===== src/rtl/sram_arbiter.sv =====
// Shares one external 8-bit asynchronous SRAM between the CPU bus and the CGA video fetch.
// Video has priority; a streak limiter forces a CPU grant after VID_BURST_MAX video grants.
module sram_arbiter #(
  parameter int ADDR_WIDTH    = 21,
  parameter int READ_CYCLES   = 2,
  parameter int WE_CYCLES     = 2,
  parameter int VID_BURST_MAX = 4
) (
  input  logic                  clock,
  input  logic                  reset_n,
  input  logic                  cpu_req,
  input  logic                  cpu_we,
  input  logic [ADDR_WIDTH-1:0] cpu_addr,
  input  logic [7:0]            cpu_wdata,
  output logic                  cpu_ack,
  output logic [7:0]            cpu_rdata,
  input  logic                  vid_req,
  input  logic [ADDR_WIDTH-1:0] vid_addr,
  output logic                  vid_ack,
  output logic [7:0]            vid_rdata,
  output logic [ADDR_WIDTH-1:0] sram_addr,
  output logic [7:0]            sram_dout,
  output logic                  sram_oe,
  input  logic [7:0]            sram_din,
  output logic                  sram_we_n,
  output logic                  busy
);

  typedef enum logic [2:0] {
    S_IDLE,
    S_READ,
    S_WSETUP,
    S_WPULSE,
    S_WHOLD,
    S_RECOVER
  } state_t;

  state_t                state_reg, state_next;
  logic [3:0]            phase_reg, phase_next;
  logic [3:0]            streak_reg, streak_next;
  logic                  owner_vid_reg, owner_vid_next;
  logic [ADDR_WIDTH-1:0] sram_addr_next;
  logic [7:0]            sram_dout_next;
  logic                  grant_vid, grant_cpu, capture;

  always_comb begin
    state_next     = state_reg;
    phase_next     = phase_reg;
    streak_next    = streak_reg;
    owner_vid_next = owner_vid_reg;
    sram_addr_next = sram_addr;
    sram_dout_next = sram_dout;
    grant_vid      = 1'b0;
    grant_cpu      = 1'b0;
    capture        = 1'b0;

    case (state_reg)
      S_IDLE: begin
        if (vid_req && !(cpu_req && streak_reg == 4'(VID_BURST_MAX))) begin
          grant_vid = 1'b1;
        end else if (cpu_req) begin
          grant_cpu = 1'b1;
        end

        // Streak only counts video wins that actually kept the CPU waiting
        if (!cpu_req || grant_cpu) begin
          streak_next = '0;
        end else if (grant_vid && streak_reg != 4'(VID_BURST_MAX)) begin
          streak_next = streak_reg + 4'd1;
        end

        if (grant_vid) begin
          owner_vid_next = 1'b1;
          sram_addr_next = vid_addr;
          phase_next     = 4'(READ_CYCLES - 1);
          state_next     = S_READ;
        end else if (grant_cpu) begin
          owner_vid_next = 1'b0;
          sram_addr_next = cpu_addr;
          sram_dout_next = cpu_wdata;
          phase_next     = 4'(READ_CYCLES - 1);
          state_next     = cpu_we ? S_WSETUP : S_READ;
        end
      end
      S_READ: begin
        if (phase_reg == 4'd0) begin
          capture    = 1'b1;
          state_next = S_RECOVER;
        end else begin
          phase_next = phase_reg - 4'd1;
        end
      end
      S_WSETUP: begin
        phase_next = 4'(WE_CYCLES - 1);
        state_next = S_WPULSE;
      end
      S_WPULSE: begin
        if (phase_reg == 4'd0) begin
          state_next = S_WHOLD;
        end else begin
          phase_next = phase_reg - 4'd1;
        end
      end
      S_WHOLD:   state_next = S_RECOVER;
      S_RECOVER: state_next = S_IDLE;
      default:   state_next = S_IDLE;
    endcase
  end

  // Strobes and acks are registered from the next state so they never glitch
  always_ff @(posedge clock or negedge reset_n) begin
    if (!reset_n) begin
      state_reg     <= S_IDLE;
      phase_reg     <= '0;
      streak_reg    <= '0;
      owner_vid_reg <= 1'b0;
      sram_addr     <= '0;
      sram_dout     <= '0;
      sram_oe       <= 1'b0;
      sram_we_n     <= 1'b1;
      cpu_ack       <= 1'b0;
      vid_ack       <= 1'b0;
      cpu_rdata     <= '0;
      vid_rdata     <= '0;
    end else begin
      state_reg     <= state_next;
      phase_reg     <= phase_next;
      streak_reg    <= streak_next;
      owner_vid_reg <= owner_vid_next;
      sram_addr     <= sram_addr_next;
      sram_dout     <= sram_dout_next;
      sram_oe       <= (state_next == S_WSETUP) || (state_next == S_WPULSE) ||
                       (state_next == S_WHOLD);
      sram_we_n     <= (state_next != S_WPULSE);
      cpu_ack       <= (state_next == S_RECOVER) && !owner_vid_next;
      vid_ack       <= (state_next == S_RECOVER) && owner_vid_next;
      if (capture) begin
        if (owner_vid_reg) begin
          vid_rdata <= sram_din;
        end else begin
          cpu_rdata <= sram_din;
        end
      end
    end
  end

  assign busy = (state_reg != S_IDLE);

endmodule


===== config.mk =====
export PLATFORM = sky130hd
export DESIGN_NAME = sram_arbiter
export DESIGN_NICKNAME = d
export VERILOG_FILES = /design/src/rtl/sram_arbiter.sv
export SDC_FILE = /design/constraint.sdc
export NUM_CORES = 1
export LEC_CHECK = 0
export BUFFER_PORTS_ARGS = -buffer_cell sky130_fd_sc_hd__buf_2
export CAP_MARGIN = 30
export CORE_AREA = 2 2 75 85
export CTS_BUF_LIST = sky130_fd_sc_hd__clkbuf_4 sky130_fd_sc_hd__clkbuf_8
export CTS_CLUSTER_SIZE = 12
export DETAILED_ROUTE_END_ITERATION = 7
export DIE_AREA = 0 0 77 87
export PLACE_DENSITY = 0.8
export REMOVE_ABC_BUFFERS = 1
export SYNTH_ARGS = -nofsm -noshare
export SYNTH_HDL_FRONTEND = slang
export SYNTH_SLANG_ARGS = --single-unit

===== constraint.sdc =====
create_clock -name clock -period 2.22 [get_ports clock]
set_clock_uncertainty 0.05 [all_clocks]
set_input_delay 0.333 -clock clock [delete_from_list [all_inputs] [get_ports clock]]
set_output_delay 0.333 -clock clock [all_outputs]
set_load 0.02 [all_outputs]

==> flow_summary.toml, run 1 <==
[detailed_routing]
wl_per_cell_um = 14.6
drt-initial-drc-count = 126
routed_wl_um = 6730
drc_errors = 0
detail-route-antenna-nets = 0
num_vias = 2493
drt-pass1-iter-count = 4
vias_per_cell = 5.41

[synthesis]
async_flop_share_pct = 100
synth.distinct_cells = 40
yosysTopAreaCell = "dfrtp_1"
synth_edf_count = 0
synth_top_area_share_pct = 52.7
syn_area_sq_um = 2850
synthCells = 261
synth_area_leaders = "dfrtp_1, mux2_2, a31oi_1, nand3_1, o21ai_0"
ys_ff_latch = 61
ys.flop_type = "dfrtp_1"
synth.yosys.seq_area_share_pct = 53.7
synth_area_per_cell_sq_um = 10.9
synthTopCellsByCount = "dfrtp_1, nand3_1, o21ai_0"
ys_warn_count = 0
yosys.cell_count.top_type = "dfrtp_1"

[power]
p_seq_share_pct = 36.7
ir_worst_vdd_v = 0.000725
switching_share_pct = 40.8
power_leakage_nw = 1.81
intPower_mw = 3.22
p_per_area_nw_per_um2 = 1470
switching_power_mw = 2.22
pwr-share-clk_pct = 17.7
combPwrFrac_pct = 45.6

[cells_and_area]
n_antenna_cell = 0
largest_reg_flops = 21
fin_nets = 442
drive_gt1_share_pct = 45.4
instances_no_fill = 461
num-fill-cells = 515
largest_register = "sram_addr"
synthToLayoutAreaGrowth_pct = 30.6

[die]
dieArea_sq_um = 6700
die_w_um = 77
start_util_pct = 48.0
die_h_um = 87
ios = 113
std_cell_rows = 30
core_sq_um = 5930

[clock_tree]
post_cts_buffers = 0
cts_tree = "done"
cts-root-buf = "clkbuf_8"
h-tree-depth = 3
clkSinkCount = 61
clock_latency_ns = 0.33
clockBufferDepth = 2
cts_buffers = 9
path_clk_slew_ns = 0.08

[worst_hold_path]
hold-path-endpoint = "sram_dout[5]$_DFFE_PN0P_"
worstHoldStart = "cpu_wdata[5]"
min_path_type = "primary input to register"
hold_depth = 2

[grt]
antenna_found_initial = 0
grt_pass1_vias = 2347
grt_pass1_wl_um = 11100
grt_max_degree = 34
grt_usage_pct = 21.1
gr-total-overflow = 0

[setup_path]
crit_fanout = 8
reg2reg_depth = 7
criticalPathCategory = "register to register"
cp-start-kind = "register"
worstPathArrival_ns = 2.18
cp-end-kind = "register"
critPathRequiredTime_ns = 2.38
reg2reg_from = "phase_reg[0]$_DFFE_PN0P_"
r2r_end = "cpu_rdata[0]$_DFFE_PN0P_"
r2r_slack_ns = 0.20

[timing]
max_slew_margin_pct = 56.4
max_freq_ghz = 0.495
min_period_ns = 2.02
whs_ns = 0.176
min_period_over_period_pct = 91.0
setup_viol = 0
drv_slew = 0
worst_pin_slew_ns = 0.653
hold_viol_final = 0
rsz0062_at_grt = "no"
fin_ws_ns = 0.199

[placement]
dp_cells = 444
routabilityCongestion = 0.828
io_buffers = 112
dp_hpwl_um = 4980
post-place-ws_ns = 0.0558

[outcome]
status = "finished, final reports clean"

[run]
cap_viol_max_count = 0
metrics by stage:
stage	utilization [%]	power (mW)	TNS [ns]	area [sq um]
CTS	62.6	5.48	0	3710
floorplan	-	3.59	-19.54	2750
global route	62.7	5.80	0	3720
detailed placement	59.1	4.50	0	3500
global placement	59.1	4.41	0	3500
finish	62.7	5.45	0	3720
what timing repair did:
item / CTS / global route
setup endpoints to repair: 0 / 8
gates resized for setup: 0 / 1
endpoints found under the hold margin: 60 / 0
hold buffers: 1 / 0
cell families (layout without fill, tap and decap cells):
kind of cell | count (synthesis) | after routing | synth area share, %
adder cells (fa/ha/maj) | 3 | 3 | 1.32
multiplexers | 28 | 28 | 12.0
AO/OA/AOI/OAI | 80 | 80 | 16.8
AND/OR/NAND/NOR | 56 | 56 | 11.2
buffers and inverters | 33 | 153 | 5.01
flip-flops | 61 | 61 | 53.7
metal layers:
layer	share of wire (%)	global-route usage, %	vias up
met5	0	0	-
met4	2.5	11.5	0
met3	6.7	4.25	13
met2	48	34.7	111
met1	43	26.4	1183
li1	-	-	1186
placed cells by master, fill, tap and decap left out, types with 2 or more instances in the layout:
cell type / count
nor4_1: 3
dfrtp_1: 60
mux2_2: 16
inv_1: 12
a21oi_1: 22
a31oi_1: 21
or2_2: 3
a22o_1: 2
nand3_1: 25
or3b_1: 2
mux2_4: 8
nor2b_1: 2
mux2i_1: 4
ha_1: 3
nor3_1: 4
o21ai_0: 24
nand2_1: 6
o2bb2ai_1: 2
buf_2: 112
clkinv_4: 2
clkbuf_8: 9
buf_4: 12
nor3_2: 2
clkinv_2: 2
nor2_1: 2
power groups by stage:
stage,Sequential (mW),Clock [mW],Combinational [mW]
after global routing,2.06,1.04,2.70
after floorplan,2.51,0,1.08
after detailed placement,2.00,0,2.50
after global placement,1.99,0,2.43
final,2.00,0.965,2.48
after CTS,2.00,0.984,2.50
area by class of cell:
class | instances | area (sq um) | share of cell area, %
sequential | 61 | 1530 | 41.1
multi-input combinational | 167 | 1190 | 31.9
timing repair buffer | 125 | 661 | 17.8
clock buffer | 9 | 124 | 3.33
tap | 80 | 100 | 2.69
clock inverter | 7 | 73.8 | 1.99
inverter | 12 | 45.0 | 1.21
worst max path at each step:
| stage | from | endpoint | slack (ns) | depth (start not counted) |
|---|---|---|---|---|
| after floorplan | state_reg[2]$_DFF_PN0_ | sram_addr[8]$_DFFE_PN0P_ | -0.73 | 3 |
| after global placement | phase_reg[0]$_DFFE_PN0P_ | vid_rdata[2]$_DFFE_PN0P_ | 0.13 | 5 |
| after detailed placement | phase_reg[0]$_DFFE_PN0P_ | vid_rdata[6]$_DFFE_PN0P_ | 0.06 | 5 |
| after CTS | phase_reg[0]$_DFFE_PN0P_ | vid_rdata[0]$_DFFE_PN0P_ | 0.05 | 5 |
| after global routing | phase_reg[0]$_DFFE_PN0P_ | cpu_rdata[7]$_DFFE_PN0P_ | 0.08 | 7 |
| final | phase_reg[0]$_DFFE_PN0P_ | cpu_rdata[0]$_DFFE_PN0P_ | 0.20 | 7 |
worst max-delay path: stages, from the launching register on:
cell	delay (ns)
dfrtp_1	0.41
inv_1	0.07
ha_1	0.19
or3b_1	0.38
buf_4	0.15
nor3_2	0.13
buf_4	0.19
mux2_2	0.34
Power figures use the tool's default switching activity.
==> run 2: changes to the inputs <==
--- a/config.mk
+++ b/config.mk
@@ -7,12 +7,12 @@
 export LEC_CHECK = 0
 export BUFFER_PORTS_ARGS = -buffer_cell sky130_fd_sc_hd__buf_2
 export CAP_MARGIN = 30
-export CORE_AREA = 2 2 75 85
+export CORE_AREA = 2 2 84 94
 export CTS_BUF_LIST = sky130_fd_sc_hd__clkbuf_4 sky130_fd_sc_hd__clkbuf_8
 export CTS_CLUSTER_SIZE = 12
 export DETAILED_ROUTE_END_ITERATION = 7
-export DIE_AREA = 0 0 77 87
-export PLACE_DENSITY = 0.8
+export DIE_AREA = 0 0 86 96
+export PLACE_DENSITY = 0.66
 export REMOVE_ABC_BUFFERS = 1
 export SYNTH_ARGS = -nofsm -noshare
 export SYNTH_HDL_FRONTEND = slang
==> run 2 against run 1 <==
  * The flow now finishes with violations (DRC)
  * Final cell count is 1.3% higher
  * Sequential cell count unchanged
  * Routed wire length rose by 3.5%
  * Combinational power about the same
  * Largest power group unchanged
==> flow_summary.toml, run 2 (synthesis results as in run 1) <==
[setup_path]
worstPathArrival_ns = 2.20
startpoint = "phase_reg[0]$_DFFE_PN0P_"
cp-end-kind = "register"
r2r_slack_ns = 0.18
worstPathCellList = "inv_1, ha_1, or3b_1, or3_4, mux2_4"
cp-start-kind = "register"
criticalPathCategory = "register to register"
crit_fanout = 8
r2r_end = "vid_rdata[5]$_DFFE_PN0P_"
worstSetupEndpoint = "vid_rdata[5]$_DFFE_PN0P_"
reg2reg_depth = 5
critPathRequiredTime_ns = 2.38
reg2reg_from = "phase_reg[0]$_DFFE_PN0P_"
cpPeakStageDelay_ns = 0.48
path_delay_family = "simple AND/OR/NAND/NOR gates"
cp_num_buf_inv = 1
cp.depth = 5
critical_path.slowest_cell = "or3_4"

[worst_hold_path]
min_path_type = "primary input to register"

[detailed_routing]
drt-pass1-iter-count = 6
wl_per_cell_um = 14.9
detail-route-antenna-nets = 0
routed_wl_um = 6960
drt-initial-drc-count = 74
vias_per_cell = 5.23
num_vias = 2444
drc_errors = 1

[clock_tree]
clockBufferDepth = 2
path_clk_slew_ns = 0.07
cts_buffers = 9
cts_tree = "done"
clock_latency_ns = 0.32
cts-root-buf = "clkbuf_8"
h-tree-depth = 3
post_cts_buffers = 0
clkSinkCount = 61

[grt]
busiest_layer = "met2"
grt_usage_pct = 17.8
grt_pass1_wl_um = 11500
use_met3_pct = 4.03
gr-total-overflow = 0
grt_pass1_vias = 2368
met1_usage_pct = 23.1
grt.met2_usage_pct = 29.8
grt_max_degree = 41
antenna_found_initial = 0

[cells_and_area]
finalCoreUtilization_pct = 51.3
largest_reg_flops = 21
n_antenna_cell = 0
fin_nets = 442
largest_register = "sram_addr"
layout_common_cells = "buf_2, dfrtp_1, nand3_1"
num-fill-cells = 687
drive_gt1_share_pct = 45.3
layout_commonest_cell = "buf_2"
synthToLayoutAreaGrowth_pct = 31.8
instances_no_fill = 467

[run]
cap_viol_max_count = 0

[timing]
max_freq_ghz = 0.490
rsz0062_at_grt = "no"
hold_viol_final = 0
worst_pin_slew_ns = 0.667
setup_viol = 0
max_slew_margin_pct = 55.5
min_period_ns = 2.04
min_period_over_period_pct = 92.0
drv_slew = 0

[power]
ir_worst_vdd_v = 0.000521
power_leakage_nw = 1.81
p_per_area_nw_per_um2 = 1460

[die]
start_util_pct = 38.9
std_cell_rows = 33
ios = 113
core_sq_um = 7310
die_h_um = 96
dieArea_sq_um = 8260
die_w_um = 86

[outcome]
status = "finished, violations left"
violations = "DRC"

[placement]
dp_cells = 451
routabilityCongestion = 0.819
dp_hpwl_um = 5030
io_buffers = 112
## run 2: cell types whose count changed in the layout (fill, tap and decap cells not counted)
| cell | previous run | this run |
|---|---|---|
| buf_12 | 0 | 2 |
| buf_4 | 12 | 10 |
| clkbuf_8 | 9 | 11 |
| clkinv_4 | 2 | 0 |
| inv_6 | 1 | 0 |
## run 2: worst min-delay path by stage
stage          cells after the start         start                        to
5_1_grt                            2  cpu_wdata[3]  sram_dout[3]$_DFFE_PN0P_
4_1_cts                            2  cpu_wdata[0]  sram_dout[0]$_DFFE_PN0P_
6_report                           2  cpu_wdata[3]  sram_dout[3]$_DFFE_PN0P_
3_5_place_dp                       1       reset_n         vid_ack$_DFF_PN0_
3_3_place_gp                       1       reset_n         vid_ack$_DFF_PN0_
2_1_floorplan                      0       reset_n         cpu_ack$_DFF_PN0_
## run 2: per-layer routing
layer  routed length, um  up-vias
li1                    -     1191
met1                3060     1167
met2                3460       80
met3                 384        6
met4                  50        0
met5                   0        -
## run 2: layout make-up
cell class | instances | area (sq um) | area share [%]
clock buffers | 11 | 151 | 4.03
clock inverters | 4 | 47.5 | 1.27
inverters | 12 | 45.0 | 1.20
multi-input cells | 167 | 1190 | 31.6
flip-flops and latches | 61 | 1530 | 40.7
well taps | 87 | 109 | 2.90
repair buffers | 125 | 686 | 18.3
## run 2: where the power goes
part           internal (mW)  leakage (nW)  total [mW]  switching (mW)
combinational           1.06         0.992        2.51            1.44
clock                  0.569         0.101       0.978           0.409
sequential              1.65         0.722        1.98           0.335
## run 2: metrics by stage
stage                     setup WS [ns]  total power, mW  hold slack [ns]  TNS (ns)  cell area (sq um)
after detailed placement         0.0322             4.53            0.294         0               3540
after floorplan                  -0.730             3.59          -0.0126    -19.54               2750
after global routing              0.109             5.87            0.178         0               3750
after CTS                        0.0327             5.54            0.169         0               3750
after global placement           0.0769             4.46            0.292         0               3540
final                             0.177             5.47            0.185         0               3750
## run 2: repair_timing
item	4_1_cts	5_1_grt
endpoints found under the hold margin	20	0
endpoints found under the setup margin	0	8
gates resized for setup	0	1
hold buffers	1	0
==> run 3: changes to the inputs <==
--- a/config.mk
+++ b/config.mk
@@ -7,12 +7,14 @@
 export LEC_CHECK = 0
 export BUFFER_PORTS_ARGS = -buffer_cell sky130_fd_sc_hd__buf_2
 export CAP_MARGIN = 30
-export CORE_AREA = 2 2 84 94
+export CELL_PAD_IN_SITES_DETAIL_PLACEMENT = 0
+export CELL_PAD_IN_SITES_GLOBAL_PLACEMENT = 1
+export CORE_AREA = 2 2 86 96
 export CTS_BUF_LIST = sky130_fd_sc_hd__clkbuf_4 sky130_fd_sc_hd__clkbuf_8
 export CTS_CLUSTER_SIZE = 12
 export DETAILED_ROUTE_END_ITERATION = 7
-export DIE_AREA = 0 0 86 96
-export PLACE_DENSITY = 0.66
+export DIE_AREA = 0 0 88 98
+export PLACE_DENSITY_LB_ADDON = 0.1
 export REMOVE_ABC_BUFFERS = 1
 export SYNTH_ARGS = -nofsm -noshare
 export SYNTH_HDL_FRONTEND = slang
==> run 3 against run 2 <==
  * The run now ends clean
  * First-iteration DRC count grew 34%
  * Setup slack lost 0.035 ns
  * Routed wire length grew 3.7%
  * Critical endpoint is now vid_rdata[6]$_DFFE_PN0P_
  * Final area grew 2.3%
  * Count of clock-buffer cells in the layout grew 1
  * Largest cell class unchanged
  * Combinational power is essentially flat
  * Worst hold slack lost 0.0050 ns
  * Sequential cell count is the same
==> flow_summary.toml, run 3 (synthesis results as in run 1) <==
[timing]
max_slew_margin_pct = 50.6
max_freq_ghz = 0.481
drv_slew = 0
min_period_ns = 2.08
setup_viol = 0
min_period_over_period_pct = 93.6
whs_ns = 0.180
fin_ws_ns = 0.142
hold_viol_final = 0
rsz0062_at_grt = "no"
worst_pin_slew_ns = 0.740

[cells_and_area]
fin_nets = 445
n_antenna_cell = 0
largest_reg_flops = 21
synthToLayoutAreaGrowth_pct = 34.8
layout_common_cells = "buf_2, dfrtp_1, nand3_1"
num-fill-cells = 747
layout_commonest_cell = "buf_2"
largest_register = "sram_addr"
drive_gt1_share_pct = 45.8

[worst_hold_path]
min_path_type = "primary input to register"
worstHoldStart = "cpu_wdata[3]"

[grt]
grt_max_degree = 36
grt_usage_pct = 17.8
grt_pass1_wl_um = 12000
gr-total-overflow = 0
grt_pass1_vias = 2545
antenna_found_initial = 0

[power]
ir_worst_vdd_v = 0.000486
power_leakage_nw = 1.85
p_per_area_nw_per_um2 = 1490

[detailed_routing]
drt-initial-drc-count = 99
drt-pass1-iter-count = 5
detail-route-antenna-nets = 0
vias_per_cell = 5.00
drc_errors = 0
wl_per_cell_um = 14.7
routed_wl_um = 7220
num_vias = 2460

[placement]
dp_hpwl_um = 5070
post-place-ws_ns = 0.00393
routabilityCongestion = 0.744
io_buffers = 112

[setup_path]
worstPathArrival_ns = 2.23
critical_path.slowest_cell = "or3_4"
startpoint = "phase_reg[0]$_DFFE_PN0P_"
critPathRequiredTime_ns = 2.37
criticalPathCategory = "register to register"
cp-end-kind = "register"
crit_fanout = 8
worstPathCellList = "inv_1, ha_1, or3b_1, or3_4, mux2_4"
r2r_slack_ns = 0.14
cp-start-kind = "register"
cpPeakStageDelay_ns = 0.48
reg2reg_from = "phase_reg[0]$_DFFE_PN0P_"

[die]
die_w_um = 88
std_cell_rows = 34
ios = 113
dieArea_sq_um = 8620
die_h_um = 98
core_sq_um = 7700
start_util_pct = 37.0

[outcome]
status = "finished, final reports clean"

[clock_tree]
h-tree-depth = 3
path_clk_slew_ns = 0.07
clockBufferDepth = 2
clock_latency_ns = 0.33
cts-root-buf = "clkbuf_8"
cts_buffers = 9
clkSinkCount = 61
post_cts_buffers = 0
cts_tree = "done"

[run]
cap_viol_max_count = 0
-- run 3: cell types whose count changed in the layout (fill, tap and decap cells not counted), sizes merged --
cell / previous run / this run
clkbuf: 11 / 12
clkinvlp: 1 / 0
bufinv: 1 / 3
clkinv: 2 / 1
buf: 124 / 127
-- run 3: critical path: cells and delay by family (launching register included) --
family	cells	cell delay [ns]
and+or+nand+nor	2	0.90
DFF	1	0.41
muxes	1	0.32
adders and majority gates	1	0.20
buffers and inverters	1	0.07
-- run 3: repair_timing --
action / CTS / global route
hold buffers: 1 / 0
resized for setup: 1 / 0
setup endpoints to repair: 8 / 0
hold endpoints to repair: 31 / 0
-- run 3: where the power goes --
group | leakage [nW] | internal [mW] | switching, mW | total, mW
registers | 0.722 | 1.65 | 0.321 | 1.97
logic | 1.00 | 1.08 | 1.45 | 2.53
clock network | 0.127 | 0.801 | 0.424 | 1.23
total | 1.85 | 3.53 | 2.20 | 5.73
-- run 3: metrics by stage --
| step | instances | total power, mW | util, % | setup TNS (ns) | cell area, sq um |
|---|---|---|---|---|---|
| after detailed placement | 475 | 4.54 | 46.4 | 0 | 3570 |
| after floorplan | 240 | 3.59 | - | -19.54 | 2750 |
| after global routing | 492 | 6.16 | 49.8 | 0 | 3840 |
| after CTS | 492 | 5.79 | 49.8 | 0 | 3840 |
| after global placement | 475 | 4.50 | 46.4 | 0 | 3570 |
| final | 492 | 5.73 | 49.8 | 0 | 3840 |
-- run 3: cell type report --
class | count | area (sq um) | area share, %
multi-input combinational | 167 | 1190 | 30.9
inverter | 12 | 45.0 | 1.17
tap | 108 | 135 | 3.52
clock inverter | 4 | 95.1 | 2.48
sequential | 61 | 1530 | 39.8
timing repair buffer | 128 | 696 | 18.1
clock buffer | 12 | 153 | 3.98
-- run 3: layer usage --
metal	track usage, %	vias to the layer above	part of all wire (%)
met5	0	-	0
met3	5.24	9	6.8
met1	22.6	1176	45
met4	7.10	0	1.3
met2	28.2	82	47
li1	-	1193	-
-- run 3: final timing paths --
kind / endpoint / cells past startpoint
setup / recovery: vid_rdata[6]$_DFFE_PN0P_ / 5
hold / removal: sram_dout[3]$_DFFE_PN0P_ / 2
setup reg to reg: vid_rdata[6]$_DFFE_PN0P_ / 5
hold reg to reg: cpu_rdata[7]$_DFFE_PN0P_ / 1
max in group asynchronous: sram_we_n$_DFF_PN1_ / 3
min in group asynchronous: sram_dout[3]$_DFFE_PN0P_ / 3
